`config.mk`:
```
export PLATFORM = sky130hd
export DESIGN_NAME = multicycle_controller
export DESIGN_NICKNAME = d
export VERILOG_FILES = /design/src/rtl/multicycle_controller.sv
export SDC_FILE = /design/constraint.sdc
export NUM_CORES = 1
export LEC_CHECK = 0
export ABC_AREA = 1
export ABC_CLOCK_PERIOD_IN_PS = 1400
export CAP_MARGIN = 20
export CORE_AREA = 2 2 54 56
export DETAILED_ROUTE_END_ITERATION = 8
export DIE_AREA = 0 0 56 58
export PLACE_DENSITY = 0.73
export SLEW_MARGIN = 20
export SYNTH_ARGS = -nofsm -noshare
export SYNTH_HDL_FRONTEND = slang
export SYNTH_SLANG_ARGS = --single-unit
```
`constraint.sdc`:
```
create_clock -name clk -period 1.4 [get_ports clk]
set_input_delay 0.21 -clock clk [delete_from_list [all_inputs] [get_ports clk]]
set_output_delay 0.21 -clock clk [all_outputs]
set_load 0.05 [all_outputs]
```
`src/rtl/multicycle_controller.sv`:
```
// multicycle_controller: Moore control FSM sequencing MIPS instructions over the multicycle datapath.
// Define MCC_INSTRET_EN to add the 32-bit retired-instruction counter output instret.
module multicycle_controller #(
    parameter int unsigned ALUC_W   = 3,
    parameter int unsigned MEM_WAIT = 0
) (
    input  logic              clk,
    input  logic              reset,
    input  logic [5:0]        op,
    input  logic [5:0]        funct,
    input  logic              zero,
    input  logic              mem_ready,
    output logic              iord,
    output logic              memwrite,
    output logic              irwrite,
    output logic              regdst,
    output logic              memtoreg,
    output logic              regwrite,
    output logic              alusrca,
    output logic [1:0]        alusrcb,
    output logic [1:0]        pcsrc,
    output logic              pcen,
    output logic [ALUC_W-1:0] alucontrol,
    output logic              immext,
    output logic              illegal,
`ifdef MCC_INSTRET_EN
    output logic [31:0]       instret,
`endif
    output logic              retire
);

    localparam logic [5:0] OpRtype = 6'b000000;
    localparam logic [5:0] OpLw    = 6'b100011;
    localparam logic [5:0] OpSw    = 6'b101011;
    localparam logic [5:0] OpBeq   = 6'b000100;
    localparam logic [5:0] OpBne   = 6'b000101;
    localparam logic [5:0] OpAddi  = 6'b001000;
    localparam logic [5:0] OpAndi  = 6'b001100;
    localparam logic [5:0] OpOri   = 6'b001101;
    localparam logic [5:0] OpSlti  = 6'b001010;
    localparam logic [5:0] OpJ     = 6'b000010;

    localparam logic [3:0] WaitMax = 4'(MEM_WAIT);

    typedef enum logic [3:0] {
        StFetch, StDecode, StMemAdr, StMemRd, StMemWb, StMemWr,
        StExecute, StAluWb, StBranch, StIExec, StIWb, StJump
    } state_e;

    state_e     state_q, state_d;
    logic [3:0] cnt_q, cnt_d;
    logic       mem_done;
    logic [2:0] alu, funct_alu, imm_alu;
    logic       funct_ok, imm_zext;

    assign mem_done   = (cnt_q == WaitMax) && mem_ready;
    assign alucontrol = ALUC_W'(alu);

    always_comb begin
        funct_ok  = 1'b1;
        funct_alu = 3'b010;
        case (funct)
            6'b100000: funct_alu = 3'b010;
            6'b100010: funct_alu = 3'b110;
            6'b100100: funct_alu = 3'b000;
            6'b100101: funct_alu = 3'b001;
            6'b101010: funct_alu = 3'b111;
            default:   funct_ok  = 1'b0;
        endcase
        imm_alu  = 3'b010;
        imm_zext = 1'b0;
        case (op)
            OpAndi:  begin imm_alu = 3'b000; imm_zext = 1'b1; end
            OpOri:   begin imm_alu = 3'b001; imm_zext = 1'b1; end
            OpSlti:  imm_alu = 3'b111;
            default: imm_alu = 3'b010;
        endcase
    end

    always_ff @(posedge clk or negedge reset) begin
        if (!reset) begin
            state_q <= StFetch;
            cnt_q   <= 4'd0;
        end else begin
            state_q <= state_d;
            cnt_q   <= cnt_d;
        end
    end

    always_comb begin
        state_d = state_q;
        unique case (state_q)
            StFetch:   if (mem_done) state_d = StDecode;
            StDecode: begin
                case (op)
                    OpRtype:                        state_d = StExecute;
                    OpLw, OpSw:                     state_d = StMemAdr;
                    OpBeq, OpBne:                   state_d = StBranch;
                    OpAddi, OpAndi, OpOri, OpSlti:  state_d = StIExec;
                    OpJ:                            state_d = StJump;
                    default:                        state_d = StFetch;
                endcase
            end
            StMemAdr:  state_d = (op == OpLw) ? StMemRd : StMemWr;
            StMemRd:   if (mem_done) state_d = StMemWb;
            StMemWr:   if (mem_done) state_d = StFetch;
            StExecute: state_d = funct_ok ? StAluWb : StFetch;
            StIExec:   state_d = StIWb;
            default:   state_d = StFetch;
        endcase
        // Any state change restarts the wait count; otherwise count up and saturate.
        if (state_d != state_q) cnt_d = 4'd0;
        else if (cnt_q == WaitMax) cnt_d = cnt_q;
        else cnt_d = cnt_q + 4'd1;
    end

    always_comb begin
        iord     = 1'b0;
        memwrite = 1'b0;
        irwrite  = 1'b0;
        regdst   = 1'b0;
        memtoreg = 1'b0;
        regwrite = 1'b0;
        alusrca  = 1'b0;
        alusrcb  = 2'b00;
        pcsrc    = 2'b00;
        pcen     = 1'b0;
        alu      = 3'b010;
        immext   = 1'b0;
        illegal  = 1'b0;
        retire   = 1'b0;
        unique case (state_q)
            StFetch: begin
                alusrcb = 2'b01;
                irwrite = mem_done;
                pcen    = mem_done;
            end
            StDecode: begin
                alusrcb = 2'b11;
                if (state_d == StFetch) begin
                    illegal = 1'b1;
                    retire  = 1'b1;
                end
            end
            StMemAdr: begin
                alusrca = 1'b1;
                alusrcb = 2'b10;
            end
            StMemRd: iord = 1'b1;
            StMemWb: begin
                memtoreg = 1'b1;
                regwrite = 1'b1;
                retire   = 1'b1;
            end
            StMemWr: begin
                iord     = 1'b1;
                memwrite = 1'b1;
                retire   = mem_done;
            end
            StExecute: begin
                alusrca = 1'b1;
                alu     = funct_alu;
                illegal = ~funct_ok;
                retire  = ~funct_ok;
            end
            StAluWb: begin
                regdst   = 1'b1;
                regwrite = 1'b1;
                retire   = 1'b1;
            end
            StBranch: begin
                alusrca = 1'b1;
                alu     = 3'b110;
                pcsrc   = 2'b01;
                pcen    = ((op == OpBeq) & zero) | ((op == OpBne) & ~zero);
                retire  = 1'b1;
            end
            StIExec: begin
                alusrca = 1'b1;
                alusrcb = 2'b10;
                alu     = imm_alu;
                immext  = imm_zext;
            end
            StIWb: begin
                regwrite = 1'b1;
                retire   = 1'b1;
                alu      = imm_alu;
                immext   = imm_zext;
            end
            StJump: begin
                pcsrc  = 2'b10;
                pcen   = 1'b1;
                retire = 1'b1;
            end
            default: ;
        endcase
        // Write strobes must stay quiet for the whole time reset is held.
        if (!reset) begin
            memwrite = 1'b0;
            irwrite  = 1'b0;
            regwrite = 1'b0;
            pcen     = 1'b0;
        end
    end

`ifdef MCC_INSTRET_EN
    always_ff @(posedge clk or negedge reset) begin
        if (!reset) instret <= 32'd0;
        else if (retire && !illegal) instret <= instret + 32'd1;
    end
`endif

endmodule

```
==> flow_metrics.py, run 1 <==
metrics = {
    "status": {
        "outcome": "aborted with a tool error",
        "haltStage": "global routing (5_1_grt)",
        "stop_error": "[ERROR DPL-0038] Utilization greater than 100%, impossible to legalize",
    },
    "sta": {
        "worst_endpoint_kind": "output port",
        "worst_endpoint": "retire",
    },
    "clocking": {
        "cts_num_sinks": 8,
        "htreeDepth": 1,
        "cts_made_buffers": 3,
        "clock_path_buffers": 2,
        "cts-root-buf": "clkbuf_4",
    },
    "global_routing": {
        "grt_max_degree": 10,
    },
    "yosys": {
        "avgSynthCellArea_um2": 5.81,
        "syn-num-nets": 199,
        "ys_seq_area_share_pct": 19.0,
        "synth_cell_types": 25,
        "ys_warn_count": 0,
        "syn_area_mm2": 0.00105,
        "synth_cells": 181,
        "synth-seq-cells": 8,
    },
    "die": {
        "io_pins": 34,
        "std_cell_rows": 19,
        "die_height_um": 58,
        "die_w_um": 56,
        "start_util_pct": 39.5,
    },
    "placed_design": {
        "io_buffers": 33,
        "dp_slack_ns": -0.738,
        "gp_congestion": 0.935,
        "dpl.hpwl_um": 3130,
    },
}
[per-stage QoR]
stage	cells	setup TNS, ns	cell area [um2]	utilization, %	hold WS (ns)
global placement	295	-6.48	2080	78.2	0.611
floorplan	181	-3.43	1170	-	-0.0856
detailed placement	295	-7.87	2080	78.2	0.637
CTS	308	-8.82	2380	89.5	0.367
[synthesized netlist by cell type (all sizes together)]
master    n  area [um2]
nor4      1        6.26
dfrtp     8         200
o2111ai   1        8.76
ha        2        25.0
xor2      3        26.3
nand4     4        25.0
inv      32         123
nand2    45         204
a21oi     6        33.8
a31oi     1        6.26
o211ai    2        15.0
o21ai     6        33.8
a21o      1        7.51
nand3    23         130
nor2     46         208
[cell families after synthesis]
logic type | count (synthesis) | share of synthesized area, %
XOR/XNOR | 3 | 2.50
AND/OR/NAND/NOR | 119 | 54.5
flip-flops | 8 | 19.0
adder cells (fa/ha/maj) | 2 | 2.38
AO/OA/AOI/OAI | 17 | 9.99
buffers and inverters | 32 | 11.7
[repair_timing]
| item | in CTS |
|---|---|
| endpoints found under the setup margin | 23 |
| buffers inserted | 11 |
| gates resized for setup | 56 |
| hold buffers | 0 |
| pin swaps | 20 |
==> run 2: changes to the inputs <==
- ABC_CLOCK_PERIOD_IN_PS: 1400 -> 1800
- CORE_AREA: 2 2 54 56 -> 2 2 63 65
- DIE_AREA: 0 0 56 58 -> 0 0 65 67
- PLACE_DENSITY: 0.73 -> default
- PLACE_DENSITY_LB_ADDON: default -> 0.15
- clock period: 1.4 -> 1.8 ns (I/O delays scaled with it)
==> flow_metrics.py, run 2 <==
metrics = {
    "critical_path": {
        "max_stage_delay_ns": 0.38,
        "start_kind": "register",
        "end_kind": "output pin",
        "cp.buffers_inverters": 2,
        "path_common_cell": "nand3_2",
        "crit_type": "reg2out",
        "cp.required_ns": 1.53,
        "crit_family": "simple AND/OR/NAND/NOR gates",
        "crit_fanout": 4,
        "arrival_ns": 1.82,
        "crit_chain": "inv_2 -> ha_4 -> nand3_4 -> nand2_4 -> nand2_2 -> nor2_4 -> nand3_2 -> nor2_2 -> nand3_2 -> o21ai_2 -> buf_12",
        "critical_path.slowest_cell": "dfrtp_1",
    },
    "sta": {
        "min_period_ns": 2.09,
        "setup_viol": 12,
        "fin_crit_sh_pct": 116,
        "fmax_mhz": 478,
        "hold_viol": 0,
        "holdWs_ns": 0.248,
        "max_slew_margin_pct": 76.5,
        "tightest_slew_ns": 0.351,
        "rsz0062_at_grt": "true",
        "final-max-slew-violation-count": 0,
        "clock_skew_ns": 0.00932,
        "worst_slack_ns": -0.294,
        "tns_ns": -1.78,
    },
    "placed_design": {
        "post_dp_cell_area_mm2": 0.00205,
        "gp_congestion": 0.848,
        "dpl.hpwl_um": 2740,
        "dp_slack_ns": -0.452,
        "dp_cells": 312,
        "io_buffers": 33,
    },
    "global_routing": {
        "grt_max_degree": 10,
        "grt_overflow": 0,
        "use_met2_pct": 31.2,
        "busiest_layer": "met2",
        "grt_pass1_wl_um": 6090,
        "first_global_vias": 1452,
        "use_met1_pct": 22.4,
        "grt.met3_usage_pct": 3.72,
        "antenna_found_initial": 0,
        "grt_usage_pct": 17.7,
    },
    "yosys": {
        "syn_area_mm2": 0.00105,
        "avgSynthCellArea_um2": 5.81,
        "synth_edf_count": 0,
        "netlist_top_cells_area": "dfrtp_1 19%, nand2_1 12%, nor2_1 12%, nand3_1 9.5%, inv_1 8.9%",
        "synth_common_cells": "35 x nand2_1, 34 x nor2_1, 25 x inv_1",
        "synth-main-ff-cell": "dfrtp_1",
        "yosysMostFrequentCell": "nand2_1",
        "synth_top_cell_by_area": "dfrtp_1",
        "ys_warn_count": 0,
        "syn-num-nets": 199,
        "synthArstFlopShare_pct": 100,
        "yosys.area.top_type_share_pct": 19.0,
        "ys_seq_area_share_pct": 19.0,
        "synth_cells": 181,
        "synth_cell_types": 25,
        "synth-seq-cells": 8,
    },
    "clocking": {
        "cts_num_sinks": 8,
        "cts-root-buf": "clkbuf_8",
        "worstSkewPairLatency_ns": 0.24,
        "cts_tree": "built",
        "clk_pin_slew_worst_paths_ns": 0.05,
        "cts_hold_buf": 0,
        "clock_path_buffers": 2,
        "htreeDepth": 1,
        "cts_made_buffers": 3,
    },
    "detailed_routing": {
        "wirelength_um": 3710,
        "vias": 1516,
        "drt_iter0_markers": 57,
        "vias_per_cell": 4.57,
        "final_antenna_net_count": 0,
        "wire_per_inst_um": 11.2,
        "drc": 0,
        "first_pass_iters": 4,
    },
    "cells_and_area": {
        "reg.largest.list": "cnt_q x4, state_q x4",
        "final_common_cell": "buf_4",
        "design_area_mm2": 0.00244,
        "post_layout_nonfiller_instances": 332,
        "synthToLayoutAreaGrowth_pct": 132,
        "final_nets": 304,
        "final_core_util_pct": 67.7,
        "drive_gt1_share_pct": 60.9,
        "final_cell_mix": "63 x buf_4, 29 x nand2_1, 18 x nor2_1",
        "antennaDiodeCount": 0,
    },
    "status": {
        "outcome": "complete, but fails checks",
        "violations": "setup timing",
    },
    "power_and_ir_drop": {
        "seq_power_share_pct": 11.4,
        "p_leak_nw": 1.24,
        "switching_share_pct": 47.1,
        "p_comb_share_pct": 78.6,
        "pwr_density_cell_mw_per_mm2": 928,
        "clock_power_share_pct": 10.0,
        "power_switching_mw": 1.07,
        "ir_drop_v": 0.000398,
        "p_int_mw": 1.20,
        "total_power_mw": 2.27,
    },
    "worst_hold_path": {
        "hp-class": "in2async",
    },
    "die": {
        "start_util_pct": 29.2,
        "core_area_mm2": 0.00361,
        "die_area_mm2": 0.00436,
        "io_pins": 34,
        "die_w_um": 65,
        "die_height_um": 67,
        "std_cell_rows": 22,
    },
    "job": {
        "maxCapViolCount": 0,
    },
}
## run 2: repair_timing
item / CTS / global route
gates cloned: 0 / 0
gates resized for setup: 45 / 31
setup endpoints to repair: 14 / 17
pin swaps: 15 / 10
buffers inserted: 9 / 9
## run 2: power groups by stage
stage	combinational (mW)	sequential (mW)	clock, mW
2_1_floorplan	0.777	0.241	0
3_3_place_gp	1.47	0.251	0
3_5_place_dp	1.47	0.250	0
4_1_cts	1.62	0.253	0.232
5_1_grt	1.89	0.262	0.242
6_report	1.78	0.258	0.226
## run 2: final timing paths
check	slack, ns	endpoint	cells after the start	start
max	-0.29	illegal	11	cnt_q[1]
min	0.25	state_q[3]	1	reset
max reg2reg	-0.17	cnt_q[2]	14	state_q[1]
min reg2reg	0.63	cnt_q[3]	3	cnt_q[3]
max in group asynchronous	1.16	state_q[1]	2	reset
min in group clk	0.63	cnt_q[3]	3	cnt_q[3]
## run 2: area by class of cell
| type | instances | area [um2] |
|---|---|---|
| Fill cell | 280 | 1160 |
| Sequential cell | 8 | 204 |
| Timing Repair Buffer | 100 | 1010 |
| Clock buffer | 3 | 41.3 |
| Tap cell | 48 | 60.1 |
| Multi-Input combinational cell | 141 | 998 |
| Inverter | 32 | 131 |
## run 2: per-layer routing
layer | share of wire (%) | vias to the layer above
li1 | - | 786
met3 | 3.5 | 4
met4 | 0.97 | 0
met2 | 51 | 34
met5 | 0 | -
met1 | 44 | 692
## run 2: logic make-up after synthesis
family                     share of synthesized area [%]
and+or+nand+nor                                     54.5
AOI/OAI and AO/OA                                   9.99
DFF                                                 19.0
adders and majority gates                           2.38
xor gates and xnor gates                            2.50
buffers and inverters                               11.7
Note: power is estimated with default switching activity, not from simulation.
